<file path="src/rtl/serial_word_cmp.sv">
// Serial MSB-first comparator of two words delivered as 2-bit digit pairs.
// Reports a==b / a>b / a<b one cycle after the last pair is accepted.
module serial_word_cmp #(
  parameter int MAX_DIGITS = 8
) (
  input  logic       clk,
  input  logic       reset_n,
  input  logic       start,
  input  logic       din_valid,
  input  logic [1:0] a_dig,
  input  logic [1:0] b_dig,
  input  logic       din_last,
  output logic       din_ready,
  output logic       busy,
  output logic       done,
  output logic       aeqb,
  output logic       agtb,
  output logic       altb,
  output logic       err,
  output logic [4:0] digit_cnt
);

  localparam logic [1:0] IDLE = 2'd0;
  localparam logic [1:0] RUN  = 2'd1;
  localparam logic [1:0] DONE = 2'd2;

  localparam logic [4:0] LAST_IDX = 5'(MAX_DIGITS - 1);

  logic [1:0] state;
  logic       eq_acc;
  logic       gt_acc;
  logic       lt_acc;
  logic       xfer;
  logic       eq_nxt;
  logic       gt_nxt;
  logic       lt_nxt;
  logic       at_max;

  assign din_ready = (state == RUN);
  assign busy      = (state != IDLE);
  assign xfer      = din_valid & din_ready;
  assign at_max    = (digit_cnt == LAST_IDX);

  // Only the first differing digit (MSB side) may set gt/lt.
  always_comb begin
    eq_nxt = eq_acc;
    gt_nxt = gt_acc;
    lt_nxt = lt_acc;
    if (eq_acc && (a_dig != b_dig)) begin
      eq_nxt = 1'b0;
      gt_nxt = (a_dig > b_dig);
      lt_nxt = (a_dig < b_dig);
    end
  end

  always_ff @(posedge clk or negedge reset_n) begin
    if (!reset_n) begin
      state     <= IDLE;
      eq_acc    <= 1'b1;
      gt_acc    <= 1'b0;
      lt_acc    <= 1'b0;
      done      <= 1'b0;
      aeqb      <= 1'b0;
      agtb      <= 1'b0;
      altb      <= 1'b0;
      err       <= 1'b0;
      digit_cnt <= '0;
    end else begin
      done <= 1'b0;
      unique case (state)
        IDLE: begin
          if (start) begin
            state     <= RUN;
            eq_acc    <= 1'b1;
            gt_acc    <= 1'b0;
            lt_acc    <= 1'b0;
            err       <= 1'b0;
            digit_cnt <= '0;
          end
        end
        RUN: begin
          if (xfer) begin
            digit_cnt <= digit_cnt + 5'd1;
            eq_acc    <= eq_nxt;
            gt_acc    <= gt_nxt;
            lt_acc    <= lt_nxt;
            // Results land together with done in the DONE cycle.
            if (din_last || at_max) begin
              state <= DONE;
              done  <= 1'b1;
              aeqb  <= eq_nxt;
              agtb  <= gt_nxt;
              altb  <= lt_nxt;
              err   <= ~din_last;
            end
          end
        end
        DONE: begin
          state <= IDLE;
        end
        default: begin
          state <= IDLE;
        end
      endcase
    end
  end

endmodule

</file>
<file path="config.mk">
export PLATFORM = sky130hd
export DESIGN_NAME = serial_word_cmp
export DESIGN_NICKNAME = d
export VERILOG_FILES = /design/src/rtl/serial_word_cmp.sv
export SDC_FILE = /design/constraint.sdc
export NUM_CORES = 1
export LEC_CHECK = 0
export BUFFER_PORTS_ARGS = -buffer_cell sky130_fd_sc_hd__buf_2
export CAP_MARGIN = 20
export CORE_AREA = 4 4 45 47
export DETAILED_ROUTE_END_ITERATION = 8
export DIE_AREA = 0 0 49 51
export HOLD_SLACK_MARGIN = 0.1
export PLACE_DENSITY = 0.73
export RECOVER_POWER = 100
export SYNTH_ARGS = -nofsm -noshare
export SYNTH_HDL_FRONTEND = slang
export SYNTH_SLANG_ARGS = --single-unit
</file>
<file path="constraint.sdc">
create_clock -name clk -period 3.3 [get_ports clk]
set_input_delay 0 -clock clk [delete_from_list [all_inputs] [get_ports clk]]
set_output_delay 0 -clock clk [all_outputs]
set_load 0.05 [all_outputs]
</file>
After elaboration in Yosys (flattened, before gate mapping)

Index checks and enable logic that the tools add are counted.

Register bits after elaboration: 15
Latch bits: 0
Bits in writable memories: 0
Memory bits (read-only): 0
Logic and storage cells: 54
Memories kept: 0

$add $sub $neg: 1
Multipliers: 0
Divide/modulo/power cells: 0
$lt $le $gt $ge: 2
Equal/unequal tests: 6
Shift-type cells: 0
Muxes and demuxes: 24
Bitwise logic cells: 2
Reduce and logical (&&, ||, !) cells: 9

Operators with widths:

| cell                                                                   | number |
|---|---|
| 1-bit 2-to-1 mux                                                       | 13 |
| 5-bit 2-to-1 mux                                                       | 2 |
| 5-bit case mux with 2 select lines                                     | 1 |
| 3-bit AND reduction                                                    | 3 |
| 1-bit case mux with 2 select lines                                     | 4 |
| 2-bit 2-to-1 mux                                                       | 3 |
| 5-bit by 1-bit adder with 5-bit output (second input constant)         | 1 |
| 5-bit by 3-bit equality test with 1-bit output (second input constant) | 1 |
| 2-bit by 1-bit != test with 1-bit output (second input constant)       | 2 |
| 2-bit case mux with 2 select lines                                     | 1 |
| 4-bit AND reduction                                                    | 1 |
| 2-bit nonzero test                                                     | 2 |
| 2-bit by 1-bit equality test with 1-bit output (second input constant) | 1 |
| 2-bit > comparator                                                     | 1 |
| 2-bit logical NOT                                                      | 1 |
| 2-bit < comparator                                                     | 1 |
| 2-bit != test                                                          | 1 |
| 2-bit != test (second input constant)                                  | 1 |
| 1-bit bitwise AND                                                      | 1 |
| 1-bit logical AND                                                      | 1 |
| 1-bit logical OR                                                       | 1 |
| 1-bit inverter                                                         | 1 |

Longest topological paths before layout

Gate-level depths: netlist of the first run.

Depth after elaboration: 5
Gate-level depth with buffers: 6
Gate-level depth less buffers: 6

Worst setup path after synthesis of the first run

Ideal clock, no wire load.

Path kind: reg-to-reg
From: register digit_cnt[1]
To: register agtb
Setup time: 0.095 ns
Arrival: 1.481 ns
Data required time: 3.205 ns
Setup slack: 1.723 ns
Stages on the path, launching flop included: 5
Buffers on the path: 0
Path through: dfrtp_1 -> ha_1 -> and4bb_1 -> o21ai_4 -> o31ai_1

Longest elaborated chain between the ends: 3

RTL lines:

| item                                           | RTL line | RTL |
|---|---|---|
| start, declared                                | 20       | `output logic [4:0] digit_cnt` |
| start signal, assigned                         | 83       | `digit_cnt <= digit_cnt + 5'd1;` |
| 5-bit by 3-bit equality test with 1-bit output | 42       | `assign at_max = (digit_cnt == LAST_IDX);` |
| 1-bit logical OR                               | 88       | `if (din_last \|\| at_max) begin` |
| 3-bit AND reduction (no source line)           | n/a      |  |
| end signal, assigned                           | 92       | `agtb <= gt_nxt;` |
| end, declared                                  | 17       | `output logic agtb,` |

No other way between the ends.
A chain may end at the register's enable or synchronous reset.

Worst setup path after layout of the first run

From: register digit_cnt[0]
To: register altb

Longest elaborated chain between the ends: 3

RTL lines:

| item                                           | RTL line | RTL |
|---|---|---|
| 5-bit by 3-bit equality test with 1-bit output | 42       |  |
| 1-bit logical OR                               | 88       |  |
| 3-bit AND reduction (no source line)           | n/a      |  |
| end signal, assigned                           | 93       | `altb <= lt_nxt;` |
| end, declared                                  | 18       | `output logic altb,` |

No other way between the ends.

==> results.py, run 1 <==
metrics = {
    "run_status": {
        "status": "finished clean",
    },
    "worst_hold_path": {
        "hold_class": "primary input to flop",
        "hold_start": "b_dig[0]",
        "hold_path_end": "aeqb$_DFFE_PN0P_",
        "hold_depth": 4,
    },
    "global_route": {
        "overflow": 0,
        "grt_use_total": 0.138,
        "antenna_found_initial": 0,
        "grt_pass1_vias": 620,
        "grt_first_pass_wirelength_um": 2680,
        "grt_max_degree": 16,
    },
    "route": {
        "highest_layer": "met4",
        "drt-total-wl_um": 1480,
        "drc": 0,
        "wl_met3_um": 89,
        "drt-met1-wl_um": 683,
        "firstDrtPassIters": 4,
        "wl_met2_um": 672,
        "drt_iter0_drc": 10,
        "wl_per_cell_um": 12.1,
        "vias_per_cell": 5.13,
        "vias": 626,
        "ant_nets": 0,
    },
    "power": {
        "p_int_uw": 406,
        "power.share.clock": 0.123,
        "ir_worst_vdd_mv": 0.425,
        "seqPwrFrac": 0.383,
        "combPwrFrac": 0.494,
        "power.density_nw_per_um2": 891,
        "p_leak_nw": 0.474,
        "net-switching-power_uw": 418,
        "power_uw": 824,
        "swShare": 0.508,
    },
    "clock_network": {
        "post_cts_buffers": 0,
        "clk_pin_slew_ns": 0.08,
        "numCtsBuffers": 3,
        "cts_root_buf": "clkbuf_4",
        "cts_htree_levels": 1,
        "clock_sinks": 15,
        "max-clock-path-buffers": 2,
        "cts_hold_buf": 4,
        "cts_tree": "done",
        "clk_latency_ns": 0.28,
        "cts.repair.resized": 0,
    },
    "setup_path": {
        "crit_required_ns": 3.43,
        "r2r_slack_ns": 1.39,
        "r2r_start": "digit_cnt[0]$_DFFE_PN0P_",
        "critical_path_class": "flop to flop",
        "crit_arrival_ns": 2.04,
        "reg2reg_depth": 4,
        "timing.rr.end": "altb$_DFFE_PN0P_",
        "startpoint_type": "flop",
        "endpoint_kind": "flop",
        "worst-path-max-fanout": 10,
    },
    "cells_and_area": {
        "nets": 118,
        "area_growth_pct": 19.0,
        "final_cell_mix": "14 x nand2_1, 14 x dfrtp_1, 14 x clkbuf_1",
        "num_antenna_cells": 0,
        "drive_gt1_frac": 0.133,
    },
    "floorplan": {
        "core_area_um2": 1650,
        "io-pin-count": 21,
        "die_h_um": 51,
        "fp.dieW_um": 49,
        "initial_core_util": 0.470,
        "row_count": 15,
        "die_area_um2": 2500,
    },
    "placement": {
        "portBuffers": 20,
        "gp_congestion": 0.773,
        "dp.final_hpwl_um": 1160,
    },
    "synthesis": {
        "synth_largest_area_cell": "dfrtp_1",
        "syn_area_um2": 777,
        "syn_nets": 90,
        "synth_area_leaders": "dfrtp_1 45%, nand2_1 6.8%, ha_1 4.8%",
        "ys_warn_count": 0,
        "synth.distinct_cells": 26,
        "syn_inst": 78,
        "yosysTopAreaCellShare": 0.451,
        "synth_seq_area_share": 0.485,
        "synth.avg_cell_area_um2": 9.96,
        "ys_ff_latch": 15,
    },
    "job": {
        "cap_viol_max_count": 0,
    },
    "timing": {
        "rsz0062_at_grt": "false",
        "max_slew_margin": 0.424,
        "max_slew.worst_pin.slew_ns": 0.855,
        "skew_ns": 0.00398,
        "fin_crit_ns": 1.91,
        "hold_ws_ns": 0.185,
        "max_freq_ghz": 0.523,
        "setup-violations-final": 0,
        "fin_tns_setup_ns": 0,
        "drv_slew": 0,
        "finalCritPeriodShare": 0.580,
        "hold_viol": 0,
    },
}
[stage by stage]
step | cells | cell area (um^2) | setup WS, ns | util
after floorplan | 78 | 777 | 1.72 | -
after global placement | 114 | 887 | 1.97 | 0.537
after detailed placement | 114 | 887 | 1.90 | 0.537
after CTS | 122 | 953 | 1.88 | 0.577
after global routing | 122 | 925 | 1.11 | 0.560
final | 122 | 925 | 1.39 | 0.560
[power by group through the flow]
stage	clock [mW]	sequential [mW]	combinational, mW
final	0.102	0.316	0.407
after global routing	0.115	0.328	0.439
after CTS	0.106	0.316	0.433
after detailed placement	0	0.319	0.429
after global placement	0	0.317	0.425
after floorplan	0	0.436	0.221
[cell usage after synthesis]
master / number
dfstp_2: 1
and3b_2: 1
ha_1: 3
dfrtp_1: 14
nand2_1: 14
nand4_1: 2
or3_1: 1
a22o_1: 4
inv_1: 6
and2_1: 1
mux2i_1: 1
xor2_1: 2
nand2b_1: 2
o31ai_1: 1
buf_6: 1
o21bai_1: 1
o21ai_1: 1
o21ai_4: 1
o21ai_0: 6
nor2_1: 4
and2b_1: 1
and4bb_1: 1
a21oi_1: 3
and2b_2: 2
mux2_2: 2
nand3_1: 2
[state kept, by name, indices dropped and copies added (netlist names)]
| name | count |
|---|---|
| err | 1 |
| state | 2 |
| gt_acc | 1 |
| agtb | 1 |
| lt_acc | 1 |
| altb | 1 |
| digit_cnt | 5 |
| aeqb | 1 |
| done | 1 |
| eq_acc | 1 |
[cell families (layout without fill, tap and decap cells)]
logic type      count (synthesis)  count (layout)  synth area share
simple gates                   31              31             0.209
xor+xnor                        2               2            0.0225
buf+inv                         7              34            0.0435
mux                             3               3            0.0419
fa+ha+maj                       3               3            0.0483
flops                          15              15             0.485
compound gates                 17              17             0.150
[worst max-delay path, stage by stage (launching register included)]
cell,delay [ns]
dfrtp_1,0.44
ha_1,0.24
and4bb_1,0.21
o21ai_0,0.67
o21ai_0,0.20
[how the worst max path moves through the flow]
stage	start	slack, ns	to	cells after the start
final	digit_cnt[0]$_DFFE_PN0P_	1.39	altb$_DFFE_PN0P_	4
after global routing	digit_cnt[0]$_DFFE_PN0P_	1.11	altb$_DFFE_PN0P_	4
after CTS	digit_cnt[0]$_DFFE_PN0P_	1.88	err$_DFFE_PN0P_	5
after detailed placement	digit_cnt[0]$_DFFE_PN0P_	1.90	err$_DFFE_PN0P_	5
after global placement	digit_cnt[0]$_DFFE_PN0P_	1.97	aeqb$_DFFE_PN0P_	4
after floorplan	digit_cnt[1]$_DFFE_PN0P_	1.72	agtb$_DFFE_PN0P_	4
[cell type report]
type                    instances  area [um^2]
clock buffers                   4         26.3
fillers                       172          727
inverters                       6         22.5
multi-input cells              56          354
flip-flops and latches         15          377
well taps                      17         21.3
repair buffers                 24          124
[layer usage]
layer,up-vias,GRT usage
met5,-,0
met4,0,0.0673
met3,4,0.0408
met2,18,0.224
met1,284,0.165
li1,320,-
(Power assumes the default switching activity.)
==> run 2, diff against run 1 <==
--- a/config.mk
+++ b/config.mk
@@ -5,13 +5,14 @@
 export SDC_FILE = /design/constraint.sdc
 export NUM_CORES = 1
 export LEC_CHECK = 0
+export ABC_AREA = 1
 export BUFFER_PORTS_ARGS = -buffer_cell sky130_fd_sc_hd__buf_2
 export CAP_MARGIN = 20
-export CORE_AREA = 4 4 45 47
+export CORE_AREA = 4 4 47 49
 export DETAILED_ROUTE_END_ITERATION = 8
-export DIE_AREA = 0 0 49 51
+export DIE_AREA = 0 0 51 53
 export HOLD_SLACK_MARGIN = 0.1
-export PLACE_DENSITY = 0.73
+export PLACE_DENSITY = 0.7
 export RECOVER_POWER = 100
 export SYNTH_ARGS = -nofsm -noshare
 export SYNTH_HDL_FRONTEND = slang
==> constraint.sdc (replaced) <==
create_clock -name clk -period 1.6 [get_ports clk]
set_input_delay 0 -clock clk [delete_from_list [all_inputs] [get_ports clk]]
set_output_delay 0 -clock clk [all_outputs]
set_load 0.05 [all_outputs]
==> run 2 against run 1 <==
  * Synthesized area increased by 0.16%
  * Sequential share of layout area decreased by 1.0 points
  * Core utilization decreased by 5.0 points
  * Largest power group unchanged
  * Largest cell class unchanged
  * Global-route usage decreased by 0.35 points
  * Combinational power increased by 100%
  * Non-clock buffer count unchanged
  * Worst setup slack got worse by 1.1 ns
  * Clock skew decreased by 0.0023 ns
  * Clock power increased by 100%
  * Clock-buffer cell count unchanged
  * Critical endpoint is now err$_DFFE_PN0P_
  * Final area increased by 2.6%
  * Wire length increased by 4.9%
==> results.py, run 2 <==
metrics = {
    "cells_and_area": {
        "multi_input_area_um2": 340,
        "top_register": "digit_cnt",
        "drive_gt1_frac": 0.154,
        "fin_cells": 150,
        "final_area_um2": 948,
        "top_regs": "digit_cnt x5, state x2",
        "num_antenna_cells": 0,
        "largest_reg_flops": 5,
        "final_cell_mix": "38 x nand2_1, 14 x dfrtp_1, 13 x clkbuf_1",
        "layout_commonest_cell": "nand2_1",
        "fill_cells": 197,
        "nets": 136,
        "area_growth_pct": 21.9,
        "regArea_um2": 377,
    },
    "clock_network": {
        "clk_latency_ns": 0.27,
        "numCtsBuffers": 3,
        "cts_root_buf": "clkbuf_4",
        "clock_sinks": 15,
        "max-clock-path-buffers": 2,
        "cts_tree": "done",
        "cts_htree_levels": 1,
        "post_cts_buffers": 0,
        "clk_pin_slew_ns": 0.08,
    },
    "synthesis": {
        "synth_area_leaders": "dfrtp_1 45%, nand2_1 17%, ha_1 4.8%",
        "async_reset_ff_frac": 1.00,
        "synth_common_cells": "36 x nand2_1, 14 x dfrtp_1, 7 x inv_1",
        "yosysTopAreaCellShare": 0.450,
        "synth-edff-count": 0,
        "synth.avg_cell_area_um2": 8.19,
        "synth_largest_area_cell": "dfrtp_1",
        "synth.distinct_cells": 19,
        "syn_nets": 107,
        "ys_ff_latch": 15,
        "syn_inst": 95,
        "synth_seq_area_share": 0.484,
        "ys_warn_count": 0,
        "syn_area_um2": 778,
        "synth_ff_type": "dfrtp_1",
        "synth_most_common_cell": "nand2_1",
    },
    "floorplan": {
        "core_area_um2": 1860,
        "fp.dieW_um": 51,
        "io-pin-count": 21,
        "die_h_um": 53,
        "row_count": 16,
        "initial_core_util": 0.418,
        "die_area_um2": 2700,
    },
    "worst_hold_path": {
        "hold_start": "b_dig[0]",
        "hold_class": "primary input to flop",
    },
    "placement": {
        "portBuffers": 20,
        "gp_congestion": 0.799,
        "dp_cells": 142,
        "placed_cell_area_um2": 912,
        "dp.final_hpwl_um": 1210,
    },
    "route": {
        "vias_per_cell": 4.49,
        "firstDrtPassIters": 4,
        "vias": 674,
        "wl_per_cell_um": 10.3,
        "drt_iter0_drc": 12,
        "ant_nets": 0,
        "drt-total-wl_um": 1550,
        "drc": 0,
    },
    "setup_path": {
        "critical_path_class": "flop to flop",
        "cp-endpoint": "err$_DFFE_PN0P_",
        "r2r_start": "digit_cnt[0]$_DFFE_PN0P_",
        "timing.rr.end": "err$_DFFE_PN0P_",
        "r2r_slack_ns": 0.30,
        "crit_arrival_ns": 1.45,
        "crit_required_ns": 1.75,
        "endpoint_kind": "flop",
        "reg2reg_depth": 7,
        "crit_start": "digit_cnt[0]$_DFFE_PN0P_",
        "startpoint_type": "flop",
        "worst-path-max-fanout": 5,
    },
    "timing": {
        "max_freq_ghz": 0.772,
        "rsz0062_at_grt": "false",
        "finalCritPeriodShare": 0.810,
        "drv_slew": 0,
        "setup-violations-final": 0,
        "max_slew_margin": 0.465,
        "hold_viol": 0,
        "max_slew.worst_pin.slew_ns": 0.803,
        "fin_tns_setup_ns": 0,
        "skew_ns": 0.00163,
        "fin_crit_ns": 1.30,
    },
    "global_route": {
        "antenna_found_initial": 0,
        "grt_first_pass_wirelength_um": 2660,
        "grt_pass1_vias": 668,
        "grt_max_degree": 16,
        "grt_use_total": 0.134,
        "overflow": 0,
    },
    "power": {
        "p_leak_nw": 0.506,
        "power.density_nw_per_um2": 1720,
        "ir_worst_vdd_mv": 0.859,
    },
    "job": {
        "cap_viol_max_count": 0,
    },
    "run_status": {
        "status": "finished clean",
    },
}
-- run 2: what timing repair did --
item	in CTS	in global routing
resized for setup	0	0
hold buffers	4	0
hold endpoints to repair	20	0
-- run 2: power breakdown --
| part | total, mW | internal, mW | leakage [nW] | switching [mW] |
|---|---|---|---|---|
| sequential | 0.608 | 0.514 | 0.195 | 0.0933 |
| combinational | 0.821 | 0.181 | 0.296 | 0.640 |
| clock | 0.206 | 0.0965 | 0.0150 | 0.110 |
| total | 1.64 | 0.792 | 0.506 | 0.843 |
-- run 2: stage by stage --
step	setup WS [ns]	hold slack, ns	total power [mW]	utilization
after global routing	0.163	0.213	1.77	0.509
after CTS	0.366	0.156	1.70	0.526
after detailed placement	0.401	-0.0810	1.48	0.490
after global placement	0.450	-0.0849	1.46	0.490
after floorplan	0.103	-0.296	1.28	-
final	0.304	0.177	1.64	0.509
-- run 2: cell families (layout without fill, tap and decap cells) --
kind of cell             count (synthesis)  after routing  share of synthesized area
AND/OR/NAND/NOR                         57             57                      0.339
flip-flops                              15             15                      0.484
buffers and inverters                   12             40                     0.0595
AO/OA/AOI/OAI                            8              8                     0.0691
adder cells (fa/ha/maj)                  3              3                     0.0482
-- run 2: area by class of cell --
| cell class | instances | share of cell area |
|---|---|---|
| clock buffers | 4 | 0.0277 |
| flip-flops and latches | 15 | 0.397 |
| well taps | 27 | 0.0356 |
| repair buffers | 24 | 0.132 |
| inverters | 12 | 0.0488 |
| multi-input cells | 68 | 0.359 |
-- run 2: how the worst min path moves through the flow --
stage / end / slack (ns) / cells past startpoint
6_report: eq_acc$_DFFE_PN1P_ / 0.18 / 4
5_1_grt: eq_acc$_DFFE_PN1P_ / 0.21 / 4
4_1_cts: state[1]$_DFFE_PN0P_ / 0.16 / 2
3_5_place_dp: agtb$_DFFE_PN0P_ / -0.08 / 1
3_3_place_gp: err$_DFFE_PN0P_ / -0.08 / 1
2_1_floorplan: aeqb$_DFFE_PN0P_ / -0.30 / 0
-- run 2: metal layers --
metal	up-vias	global-route usage	share of wire
met5	-	0	0
met4	0	0.0897	0.025
met3	4	0.0254	0.050
met2	17	0.236	0.50
met1	299	0.146	0.43
li1	354	-	-
-- run 2: critical path: stages, from the launching register on --
cell	delay, ns
dfrtp_1	0.43
ha_1	0.24
nand2_1	0.09
inv_1	0.06
nand2_4	0.07
nand2_1	0.07
nand2_1	0.11
a21boi_0	0.10
